<file path="src/rtl/serial_deser.sv">
`default_nettype none
// ============================================================================
// serial_deser : framed serial-to-parallel receiver, one-deep valid/ready out.
// Optional per-word even parity bit when DESER_PARITY_EN is defined.
// Rev 1.0
// ============================================================================
module serial_deser #(
  parameter string DIRECTION = "LEFT",
  parameter int    WIDTH     = 9
) (
  input  logic             clk,
  input  logic             rst_n,
  input  logic             frame_i,
  input  logic             bit_vld_i,
  input  logic             bit_i,
  output logic [WIDTH-1:0] data_o,
  output logic             data_vld_o,
  input  logic             data_rdy_i,
  output logic             busy_o,
  output logic             overflow_o,
  output logic             frame_err_o,
  output logic             parity_err_o
);

`ifdef DESER_PARITY_EN
  localparam int PAR = 1;
`else
  localparam int PAR = 0;
`endif
  localparam int N  = WIDTH + PAR;
  localparam int CW = $clog2(N);

  typedef enum logic [0:0] {S_IDLE = 1'b0, S_SHIFT = 1'b1} state_t;

  state_t           state_q, state_d;
  logic [CW-1:0]    cnt_q, cnt_d;
  logic [WIDTH-1:0] sr_q, sr_d;
  logic [WIDTH-1:0] data_q, data_d;
  logic             vld_q, vld_d;
  logic             ovf_q, ovf_d;
  logic             busy_q, busy_d;
  logic             ferr_q, ferr_d;
  logic             perr_q, perr_d;

  logic [WIDTH-1:0] shifted;
  logic [WIDTH-1:0] word;
  logic             sample, last, par_slot, par_ok, word_done;

  generate
    if (DIRECTION == "RIGHT") begin : g_right
      assign shifted = {bit_i, sr_q[WIDTH-1:1]};
    end else begin : g_left
      assign shifted = {sr_q[WIDTH-2:0], bit_i};
    end
  endgenerate

  // With parity the data bits are already in sr_q when the parity bit arrives.
`ifdef DESER_PARITY_EN
  assign par_slot = (cnt_q == CW'(WIDTH));
  assign par_ok   = ~(^sr_q ^ bit_i);
  assign word     = sr_q;
`else
  assign par_slot = 1'b0;
  assign par_ok   = 1'b1;
  assign word     = shifted;
`endif

  assign sample    = frame_i & bit_vld_i;
  assign last      = (cnt_q == CW'(N - 1));
  assign word_done = sample & last & par_ok;

  always_comb begin
    state_d = state_q;
    cnt_d   = cnt_q;
    sr_d    = sr_q;
    data_d  = data_q;
    vld_d   = vld_q;
    ovf_d   = ovf_q;
    ferr_d  = 1'b0;
    perr_d  = 1'b0;

    case (state_q)
      S_IDLE:  if (frame_i)  state_d = S_SHIFT;
      S_SHIFT: if (!frame_i) state_d = S_IDLE;
      default: state_d = S_IDLE;
    endcase

    if (!frame_i) begin
      ferr_d = (cnt_q != '0);
      cnt_d  = '0;
      sr_d   = '0;
    end else if (bit_vld_i) begin
      cnt_d = last ? '0 : cnt_q + CW'(1);
      if (!par_slot) sr_d = shifted;
      perr_d = last & ~par_ok;
    end

    if (vld_q && data_rdy_i) vld_d = 1'b0;
    if (word_done) begin
      if (!vld_q || data_rdy_i) begin
        data_d = word;
        vld_d  = 1'b1;
      end else begin
        ovf_d = 1'b1;
      end
    end

    busy_d = (cnt_d != '0);
  end

  always_ff @(posedge clk or negedge rst_n) begin
    if (!rst_n) begin
      state_q <= S_IDLE;
      cnt_q   <= '0;
      sr_q    <= '0;
      data_q  <= '0;
      vld_q   <= 1'b0;
      ovf_q   <= 1'b0;
      busy_q  <= 1'b0;
      ferr_q  <= 1'b0;
      perr_q  <= 1'b0;
    end else begin
      state_q <= state_d;
      cnt_q   <= cnt_d;
      sr_q    <= sr_d;
      data_q  <= data_d;
      vld_q   <= vld_d;
      ovf_q   <= ovf_d;
      busy_q  <= busy_d;
      ferr_q  <= ferr_d;
      perr_q  <= perr_d;
    end
  end

  assign data_o       = data_q;
  assign data_vld_o   = vld_q;
  assign busy_o       = busy_q;
  assign overflow_o   = ovf_q;
  assign frame_err_o  = ferr_q;
  assign parity_err_o = perr_q;

endmodule
`default_nettype wire
</file>
<file path="config.mk">
export PLATFORM = sky130hd
export DESIGN_NAME = serial_deser
export DESIGN_NICKNAME = d
export VERILOG_FILES = /design/src/rtl/serial_deser.sv
export SDC_FILE = /design/constraint.sdc
export NUM_CORES = 1
export LEC_CHECK = 0
export CELL_PAD_IN_SITES_DETAIL_PLACEMENT = 0
export CELL_PAD_IN_SITES_GLOBAL_PLACEMENT = 2
export CORE_MARGIN = 4
export CORE_UTILIZATION = 33
export CTS_CLUSTER_SIZE = 14
export DETAILED_ROUTE_END_ITERATION = 6
export GPL_TIMING_DRIVEN = 0
export PLACE_DENSITY_LB_ADDON = 0.15
export SETUP_SLACK_MARGIN = 0.05
export SYNTH_ARGS = -nofsm -noshare
export SYNTH_HDL_FRONTEND = slang
export SYNTH_SLANG_ARGS = --single-unit
</file>
<file path="constraint.sdc">
create_clock -name clk -period 2.6 [get_ports clk]
set_clock_uncertainty 0.15 [all_clocks]
set_input_delay 0.39 -clock clk [delete_from_list [all_inputs] [get_ports clk]]
set_output_delay 0.39 -clock clk [all_outputs]
set_load 0.05 [all_outputs]
</file>
==> results.py, run 1 <==
metrics = {
    "detailed_routing": {
        "first_pass_iters": 3,
        "ant_nets": 0,
        "num_vias": 658,
        "drt_iter0_markers": 17,
        "drcViolationCount": 0,
        "drt-vias-per-instance": 4.476,
        "wl_per_cell_um": 12.20,
        "wirelength_um": 1793,
    },
    "global_route": {
        "grt-ovfl-total": 0,
        "grt_max_degree": 26,
        "grt_pass1_vias": 666,
        "antenna_found_initial": 0,
        "track_usage_pct": 10.07,
        "grt_pass1_wl_um": 3160,
    },
    "setup_path": {
        "critPathBufInv": 1,
        "rr_worst_depth": 6,
        "crit_required_ps": 2060,
        "start_kind": "flip-flop",
        "r2r_slack_ps": 630,
        "crit_path_top_delay_cell": "clkdlybuf4s50_1",
        "rr_endpoint": "busy_o$_DFF_PN0_",
        "cp_num_cells": 1,
        "crit_type": "flip-flop to output port",
        "cpLargestDelayFamily": "buffers and inverters",
        "path_max_fanout": 2,
        "cpPeakStageDelay_ps": 800,
        "arrival_ps": 1490,
        "crit_path_end_kind": "output port",
        "path_cells": "clkdlybuf4s50_1",
        "r2r-start": "cnt_q[0]$_DFF_PN0_",
    },
    "outcome": {
        "outcome": "finished clean",
    },
    "yosys": {
        "ys_ff_latch": 25,
        "syn_area_per_cell_um2": 13.03,
        "synth-seq-area-share_pct": 58.55,
        "netlist_area_um2": 1069,
        "yosys_warnings": 0,
        "synthCells": 82,
        "ys_types": 25,
        "synth_fp_nets": 90,
    },
    "die": {
        "initial_core_util_pct": 34.72,
        "row_count": 20,
        "die_w_um": 64.91,
        "fp.dieH_um": 64.91,
        "io_pins": 20,
        "design.die.area_um2": 4213,
        "core_area_um2": 3078,
    },
    "place": {
        "place_worst_setup_slack_ps": 596.8,
        "place_congestion": 0.7862,
        "dp_hpwl_um": 1257,
        "place_area_um2": 1294,
        "port_buffers": 17,
    },
    "sta": {
        "drv_slew": 0,
        "timing.final.ws_setup_ps": 574.4,
        "worst_pin_slew_ps": 1121,
        "setup_viol_count_final": 0,
        "final.setup.tns_ps": 0,
        "final_hold_viol_count": 0,
        "rsz0062_at_grt": "false",
        "min_period_over_period_pct": 77.91,
        "fmax_mhz": 493.7,
        "max-slew-margin-rel_pct": 25.03,
        "period_needed_ps": 2026,
    },
    "worst_hold_path": {
        "whs_path_depth": 3,
        "whs_endpoint": "cnt_q[3]$_DFF_PN0_",
        "hold_class": "input pin to flip-flop",
        "hold_start": "bit_vld_i",
    },
    "clocking": {
        "clock_sinks": 25,
        "htree_levels": 1,
        "numCtsBuffers": 3,
        "ctsResizeCount": 0,
        "clock-root-buffer": "clkbuf_4",
        "cts_buffer_depth": 2,
        "cts.reportedPaths.clkPinSlew_ps": 130,
        "tritoncts": "done",
        "clock_latency_ps": 310,
        "post_cts_buffers": 0,
        "postCtsHoldBufs": 0,
    },
    "finish": {
        "fillers": 295,
        "antenna-diode-count": 0,
        "final_area_um2": 1321,
        "final_common_cell": "dfrtp_1",
        "fin_nets": 112,
        "multi_input_area_um2": 411.6,
        "syn2layout_area_growth_pct": 23.65,
        "final_layout_size_suffix_gt1_share_pct": 18.45,
        "layout_common_cells": "25 x dfrtp_1, 17 x clkdlybuf4s50_1, 9 x mux2i_1, 9 x nor2b_1, 9 x mux2_2",
        "regArea_um2": 625.6,
    },
    "power": {
        "power_density_nw_per_um2": 484.2,
        "vdd_drop_max_mv": 0.3717,
        "total_power_uw": 639.8,
        "power_leakage_uw": 0.0006272,
    },
    "run": {
        "max_cap_viol_count": 0,
    },
}
## through the flow
stage,hold slack [ps],util [%],std cells
floorplan,-55.59,-,82
global placement,317.6,42.03,143
detailed placement,310.9,42.03,143
CTS,311.3,42.93,147
global route,312.5,42.93,147
finish,320.5,42.93,147
## cells by family after synthesis
group / count (synthesis) / share of synthesized area [%]
AO/OA/AOI/OAI: 4 / 3.045
XOR/XNOR: 1 / 0.8198
adder cells (fa/ha/maj): 2 / 2.342
buffers and inverters: 6 / 2.926
flip-flops: 25 / 58.55
multiplexers: 18 / 17.92
other: 1 / 0.3510
AND/OR/NAND/NOR: 25 / 14.05
## routing by layer
metal	share of wire, %	up-vias	wire length [µm]	global-route usage [%]
li1	-	322	-	-
met1	50	316	894	14.08
met2	43	18	773	13.79
met3	6.0	2	107	4.506
met4	0.95	0	17	3.166
met5	0	-	0	0
## cells in the mapped netlist
cell	instances	share of area [%]
nand4_2	1	1.2
ha_1	2	2.3
o21bai_1	1	0.70
a21boi_0	1	0.70
and3b_2	1	0.94
nor3b_1	1	0.70
conb_1	1	0.35
and3_1	1	0.59
clkbuf_1	1	0.35
inv_1	2	0.70
mux2_2	9	9.5
xnor2_1	1	0.82
nor2_1	3	1.1
a211o_2	1	0.94
o21a_1	1	0.70
nand3_1	1	0.47
nor2b_1	9	5.3
dfrtp_1	25	59
or4_1	1	0.70
nand2_1	4	1.4
nand4_1	1	0.59
nand2b_1	2	1.2
mux2i_1	9	8.4
buf_2	1	0.47
buf_4	2	1.4
## sequential cells by signal, summed over array words and instances, names as in the netlist
register,count
cnt_q,4
busy_o,1
overflow_o,1
data_o,9
sr_q,8
data_vld_o,1
frame_err_o,1
## area by class of cell
| type | count | area share (%) |
|---|---|---|
| inverter | 2 | 0.5682 |
| tap | 44 | 4.167 |
| sequential | 25 | 47.35 |
| timing repair buffer | 17 | 12.88 |
| multi-input combinational | 51 | 31.16 |
| clock buffer | 3 | 1.705 |
| clock inverter | 1 | 0.3788 |
| buffer | 4 | 1.799 |
## power by group
group	internal [µW]	switching [µW]	total, µW	leakage [µW]
Clock	57.5	114	172	0.0000177
Sequential	396	4.88	401	0.000345
Combinational	26.3	40.9	67.2	0.000265
## worst max path at each step
stage / from / endpoint / slack (ps)
after detailed placement: frame_i / data_o[2]$_DFFE_PN0P_ / 600
after global routing: data_vld_o$_DFF_PN0_ / data_vld_o / 500
after global placement: frame_i / data_o[1]$_DFFE_PN0P_ / 600
after floorplan: cnt_q[0]$_DFF_PN0_ / busy_o$_DFF_PN0_ / 790
final: data_vld_o$_DFF_PN0_ / data_vld_o / 570
after CTS: data_vld_o$_DFF_PN0_ / data_vld_o / 550
## worst register-to-register path, delay by kind of cell, from the launching register on
| family | cells | cell delay, ps |
|---|---|---|
| buffers and inverters | 1 | 90 |
| AND/OR/NAND/NOR | 3 | 780 |
| AO/OA/AOI/OAI | 1 | 200 |
| flip-flops | 1 | 440 |
| adder cells (fa/ha/maj) | 1 | 200 |
Note: power is estimated with default switching activity, not from simulation.
==> inputs of run 2 (changes only) <==
--- a/config.mk
+++ b/config.mk
@@ -8,7 +8,7 @@
 export CELL_PAD_IN_SITES_DETAIL_PLACEMENT = 0
 export CELL_PAD_IN_SITES_GLOBAL_PLACEMENT = 2
 export CORE_MARGIN = 4
-export CORE_UTILIZATION = 33
+export CORE_UTILIZATION = 30
 export CTS_CLUSTER_SIZE = 14
 export DETAILED_ROUTE_END_ITERATION = 6
 export GPL_TIMING_DRIVEN = 0
==> constraint.sdc (replaced) <==
create_clock -name clk -period 1.7 [get_ports clk]
set_clock_uncertainty 0.15 [all_clocks]
set_input_delay 0.255 -clock clk [delete_from_list [all_inputs] [get_ports clk]]
set_output_delay 0.255 -clock clk [all_outputs]
set_load 0.05 [all_outputs]
==> run 2 against run 1 <==
Net effect: the run now ends with setup timing left; global-route usage grew 0.71 points; sequential power is 53% higher; combinational power increased by 92%; worst hold slack worse by 150 ps; die area is 8.7% higher; power rose by 59%; utilization decreased by 1.4 points; wire length grew 18%; sequential share of layout area is 2.9 points lower; register-to-register slack got worse by 750 ps; flip-flop and latch count did not move; non-clock buffer count rose by 9; critical path type is now flip-flop to flip-flop.
==> results.py, run 2 (synthesized netlist as in run 1, its figures left out) <==
metrics = {
    "die": {
        "design.die.area_um2": 4581,
        "io_pins": 20,
        "fp.dieH_um": 67.68,
        "core_area_um2": 3390,
        "initial_core_util_pct": 31.52,
        "die_w_um": 67.68,
        "row_count": 21,
    },
    "clocking": {
        "clock_sinks": 25,
        "htree_levels": 1,
        "clock_latency_ps": 320,
        "numCtsBuffers": 3,
        "cts_buffer_depth": 2,
        "tritoncts": "done",
        "clock-root-buffer": "clkbuf_4",
        "cts.reportedPaths.clkPinSlew_ps": 140,
    },
    "detailed_routing": {
        "drcViolationCount": 0,
        "wl_per_cell_um": 13.28,
        "num_vias": 699,
        "ant_nets": 0,
        "first_pass_iters": 3,
        "drt-vias-per-instance": 4.396,
        "drt_iter0_markers": 8,
        "wirelength_um": 2111,
    },
    "sta": {
        "min_period_over_period_pct": 106.8,
        "worst_pin_slew_ps": 1089,
        "setup_viol_count_final": 6,
        "final.setup.tns_ps": -288.8,
        "final_hold_viol_count": 0,
        "period_needed_ps": 1816,
        "fmax_mhz": 550.8,
        "max-slew-margin-rel_pct": 27.18,
        "timing.final.ws_setup_ps": -115.5,
        "drv_slew": 0,
        "rsz0062_at_grt": "true",
    },
    "finish": {
        "final_layout_size_suffix_gt1_share_pct": 36.28,
        "regArea_um2": 625.6,
        "antenna-diode-count": 0,
        "multi_input_area_um2": 462.9,
        "layout_common_cells": "25 x dfrtp_1, 10 x buf_4, 9 x mux2i_1, 9 x nor2b_1",
        "largest_reg_flops": 9,
        "syn2layout_area_growth_pct": 31.85,
        "final_common_cell": "dfrtp_1",
        "fin_nets": 122,
        "layout.cells.non_filler": 159,
        "fillers": 322,
    },
    "global_route": {
        "grt_pass1_vias": 764,
        "track_usage_pct": 10.78,
        "grt_max_degree": 26,
        "grt_pass1_wl_um": 3663,
        "antenna_found_initial": 0,
        "grt-ovfl-total": 0,
    },
    "setup_path": {
        "path_cells": "inv_2 > ha_4 > and3b_2 > nand2_1 > and3_1 > or4_1",
        "cp_num_cells": 6,
        "crit_path_top_delay_cell": "or4_1",
        "endpoint": "busy_o$_DFF_PN0_",
        "path_max_fanout": 4,
        "r2r_slack_ps": -120,
        "r2r-start": "cnt_q[0]$_DFF_PN0_",
        "rr_worst_depth": 6,
        "crit_path_end_kind": "flip-flop",
        "critPathBufInv": 1,
        "rr_endpoint": "busy_o$_DFF_PN0_",
        "cpPeakStageDelay_ps": 510,
        "crit_type": "flip-flop to flip-flop",
        "start_kind": "flip-flop",
        "cpLargestDelayFamily": "simple AND/OR/NAND/NOR gates",
        "crit_required_ps": 1770,
        "arrival_ps": 1880,
        "startpoint": "cnt_q[0]$_DFF_PN0_",
    },
    "place": {
        "place_inst": 145,
        "place_congestion": 0.6801,
        "dp_hpwl_um": 1309,
        "place_worst_setup_slack_ps": -238.6,
        "port_buffers": 17,
    },
    "outcome": {
        "outcome": "complete, but fails checks",
        "violations": "setup timing",
    },
    "power": {
        "power_leakage_uw": 0.0006999,
        "vdd_drop_max_mv": 0.4092,
        "power_density_nw_per_um2": 720.1,
    },
    "run": {
        "max_cap_viol_count": 0,
    },
    "worst_hold_path": {
        "hold_class": "input pin to flip-flop",
    },
}
-- run 2: cell types whose count changed in the layout (fill, tap and decap cells not counted), sizes merged, moves of 5 or more --
cell and delta:
clkdlybuf4s50 -13, buf +10, clkbuf +7, clkdlybuf4s15 +5
-- run 2: worst min path at each step --
stage	startpoint	end	slack [ps]	depth (start not counted)
finish	bit_vld_i	cnt_q[3]$_DFF_PN0_	170	3
detailed placement	overflow_o$_DFFE_PN0P_	overflow_o$_DFFE_PN0P_	310	1
CTS	bit_vld_i	cnt_q[3]$_DFF_PN0_	150	3
floorplan	rst_n	busy_o$_DFF_PN0_	-190	0
global route	bit_vld_i	cnt_q[3]$_DFF_PN0_	160	3
global placement	overflow_o$_DFFE_PN0P_	overflow_o$_DFFE_PN0P_	310	1
-- run 2: power breakdown --
part,switching (µW),internal [µW],total (µW)
clock network,183,89.9,273
registers,6.76,606,613
logic,73.4,55.2,129
-- run 2: layout make-up --
class / count / area share (%)
well taps: 46 / 4.085
multi-input cells: 52 / 32.86
flip-flops and latches: 25 / 44.41
repair buffers: 26 / 14.30
clock buffers: 3 / 1.599
plain buffers: 4 / 1.687
clock inverters: 1 / 0.5329
inverters: 2 / 0.5329
-- run 2: timing repair --
item,in CTS,in global routing
hold buffers,0,0
setup buffers,8,1
resized for setup,21,21
setup endpoints to repair,23,24
gates cloned,1,0
pin swaps,0,1
-- run 2: per-layer routing --
layer	global-route usage [%]	share of wire [%]	routed length (µm)
met4	1.519	0	0
met3	3.827	5.2	109
met2	16.77	45	944
met1	14.68	50	1057
met5	0	0	0
-- run 2: per-stage QoR --
step / utilization, % / hold WS [ps] / total power, µW / cell area, µm²
after detailed placement: 38.46 / 311.3 / 731.8 / 1304
after global placement: 38.46 / 314.9 / 730.8 / 1304
after CTS: 42.08 / 148.5 / 1032 / 1426
after global routing: 41.57 / 161.1 / 1070 / 1409
final: 41.57 / 166.0 / 1014 / 1409
after floorplan: - / -190.6 / 687.2 / 1076
-- run 2: worst min-delay path, cell delays in order --
cell and delay, ps:
buf_2 150, nand2_1 70, and3_1 140
==> inputs of run 3 (changes only) <==
--- a/config.mk
+++ b/config.mk
@@ -5,8 +5,10 @@
 export SDC_FILE = /design/constraint.sdc
 export NUM_CORES = 1
 export LEC_CHECK = 0
+export ABC_CLOCK_PERIOD_IN_PS = 1700
 export CELL_PAD_IN_SITES_DETAIL_PLACEMENT = 0
 export CELL_PAD_IN_SITES_GLOBAL_PLACEMENT = 2
+export CORE_ASPECT_RATIO = 0.7
 export CORE_MARGIN = 4
 export CORE_UTILIZATION = 30
 export CTS_CLUSTER_SIZE = 14
==> run 3 against run 2 <==
Net effect: the run still ends with setup timing left; final cell count fell by 0.63%; clock power rose by 28%; clock-buffer cell count did not move; combinational power fell by 4%; largest power group unchanged; highest routed layer is now met4.
==> results.py, run 3 (synthesized netlist as in run 1, its figures left out) <==
metrics = {
    "clocking": {
        "clock_sinks": 25,
        "cts_buffer_depth": 2,
        "clock_latency_ps": 270,
        "postCtsHoldBufs": 0,
        "numCtsBuffers": 3,
        "clock-root-buffer": "clkbuf_8",
        "htree_levels": 1,
        "cts.reportedPaths.clkPinSlew_ps": 90,
        "tritoncts": "done",
    },
    "finish": {
        "fin_nets": 120,
        "syn2layout_area_growth_pct": 35.48,
        "layout_common_cells": "25 x dfrtp_1, 13 x dlygate4sd2_1, 9 x mux2i_1, 9 x nor2b_1",
        "largest_reg_flops": 9,
        "final_layout_size_suffix_gt1_share_pct": 28.83,
        "final_area_um2": 1448,
        "antenna-diode-count": 0,
        "layout.cells.non_filler": 158,
        "final_common_cell": "dfrtp_1",
    },
    "global_route": {
        "grt_pass1_wl_um": 3677,
        "grt_max_degree": 26,
        "grt_pass1_vias": 738,
        "grt-ovfl-total": 0,
        "antenna_found_initial": 0,
        "track_usage_pct": 10.44,
    },
    "power": {
        "total_power_uw": 1085,
        "power_density_nw_per_um2": 749.3,
        "power_leakage_uw": 0.0007510,
        "pwr-share-clk_pct": 32.3,
        "intPower_uw": 821.7,
        "pwr-share-seq_pct": 56.3,
        "combPwrFrac_pct": 11.4,
        "vdd_drop_max_mv": 0.3995,
        "switching_share_pct": 24.25,
        "p_sw_uw": 263.0,
    },
    "die": {
        "fp.dieH_um": 57.93,
        "design.die.area_um2": 4596,
        "io_pins": 20,
        "initial_core_util_pct": 32.62,
        "core_area_um2": 3276,
        "row_count": 17,
        "die_w_um": 79.33,
    },
    "setup_path": {
        "crit_path_top_delay_cell": "or4_1",
        "path_max_fanout": 5,
        "critPathBufInv": 1,
        "cpPeakStageDelay_ps": 460,
        "cpLargestDelayFamily": "simple AND/OR/NAND/NOR gates",
        "r2r_slack_ps": -80,
        "arrival_ps": 1780,
        "startpoint": "cnt_q[0]$_DFF_PN0_",
        "crit_path_end_kind": "flip-flop",
        "rr_endpoint": "busy_o$_DFF_PN0_",
        "r2r-start": "cnt_q[0]$_DFF_PN0_",
        "crit_required_ps": 1700,
        "crit_type": "flip-flop to flip-flop",
        "rr_worst_depth": 6,
        "start_kind": "flip-flop",
        "cp_num_cells": 6,
        "path_cells": "inv_2 > ha_4 > and3b_2 > nand2_1 > and3_4 > or4_1",
    },
    "place": {
        "place_inst": 146,
        "place_area_um2": 1305,
        "dp_hpwl_um": 1332,
        "place_congestion": 0.7385,
        "port_buffers": 17,
    },
    "detailed_routing": {
        "wl_met2_um": 889,
        "first_pass_iters": 2,
        "met1_length_um": 1056,
        "drt_iter0_markers": 16,
        "wl_per_cell_um": 13.16,
        "drt-vias-per-instance": 4.310,
        "drcViolationCount": 0,
        "wirelength_um": 2079,
        "num_vias": 681,
        "highest_layer": "met4",
        "routed-wl-met3_um": 120,
        "ant_nets": 0,
    },
    "outcome": {
        "violations": "setup timing",
        "outcome": "complete, but fails checks",
    },
    "run": {
        "max_cap_viol_count": 0,
    },
    "sta": {
        "setup_viol_count_final": 6,
        "rsz0062_at_grt": "true",
        "worst_pin_slew_ps": 1119,
        "max-slew-margin-rel_pct": 25.28,
        "fmax_mhz": 561.6,
        "whs_ps": 38.52,
        "timing.final.ws_setup_ps": -80.75,
        "drv_slew": 0,
        "final_hold_viol_count": 0,
        "final.setup.tns_ps": -132.5,
        "min_period_over_period_pct": 104.7,
        "period_needed_ps": 1781,
    },
    "worst_hold_path": {
        "hold_class": "input pin to async pin",
    },
}
[run 3: repair_timing]
item | in CTS | in global routing
endpoints found under the setup margin | 23 | 36
resized for setup | 19 | 3
buffers inserted | 6 | 1
cloned | 1 | 0
pin swaps | 1 | 0
[run 3: layout make-up]
| class | instances | area, µm² |
|---|---|---|
| clock buffer | 3 | 41.29 |
| inverter | 2 | 7.507 |
| tap | 47 | 58.81 |
| timing repair buffer | 24 | 212.7 |
| multi-input combinational | 52 | 470.5 |
| sequential | 25 | 625.6 |
| fill | 349 | 1828 |
| buffer | 4 | 23.77 |
| clock inverter | 1 | 7.507 |
[run 3: worst max path at each step]
| stage | to | slack, ps |
|---|---|---|
| after global routing | busy_o$_DFF_PN0_ | -150 |
| after global placement | data_o[3]$_DFFE_PN0P_ | -220 |
| after CTS | busy_o$_DFF_PN0_ | -70 |
| after floorplan | busy_o$_DFF_PN0_ | -70 |
| final | busy_o$_DFF_PN0_ | -80 |
| after detailed placement | data_o[0]$_DFFE_PN0P_ | -230 |
[run 3: through the flow]
| stage | setup WS [ps] | utilization (%) |
|---|---|---|
| 6_report | -80.75 | 44.19 |
| 5_1_grt | -149.8 | 44.19 |
| 4_1_cts | -68.13 | 43.66 |
| 3_5_place_dp | -226.5 | 39.84 |
| 3_3_place_gp | -223.1 | 39.84 |
| 2_1_floorplan | -74.72 | - |
[run 3: power by group through the flow]
stage               sequential, µW  clock, µW  combinational (µW)
finish                         611        350                 124
global route                   613        392                 138
CTS                            611        371                 122
detailed placement             625          0                 106
global placement               625          0                 106
floorplan                      641          0                46.2
[run 3: routing by layer]
layer,GRT usage (%),vias to the layer above
met5,0,-
met4,1.471,0
met3,4.503,2
met2,14.99,16
met1,14.94,321
li1,-,342
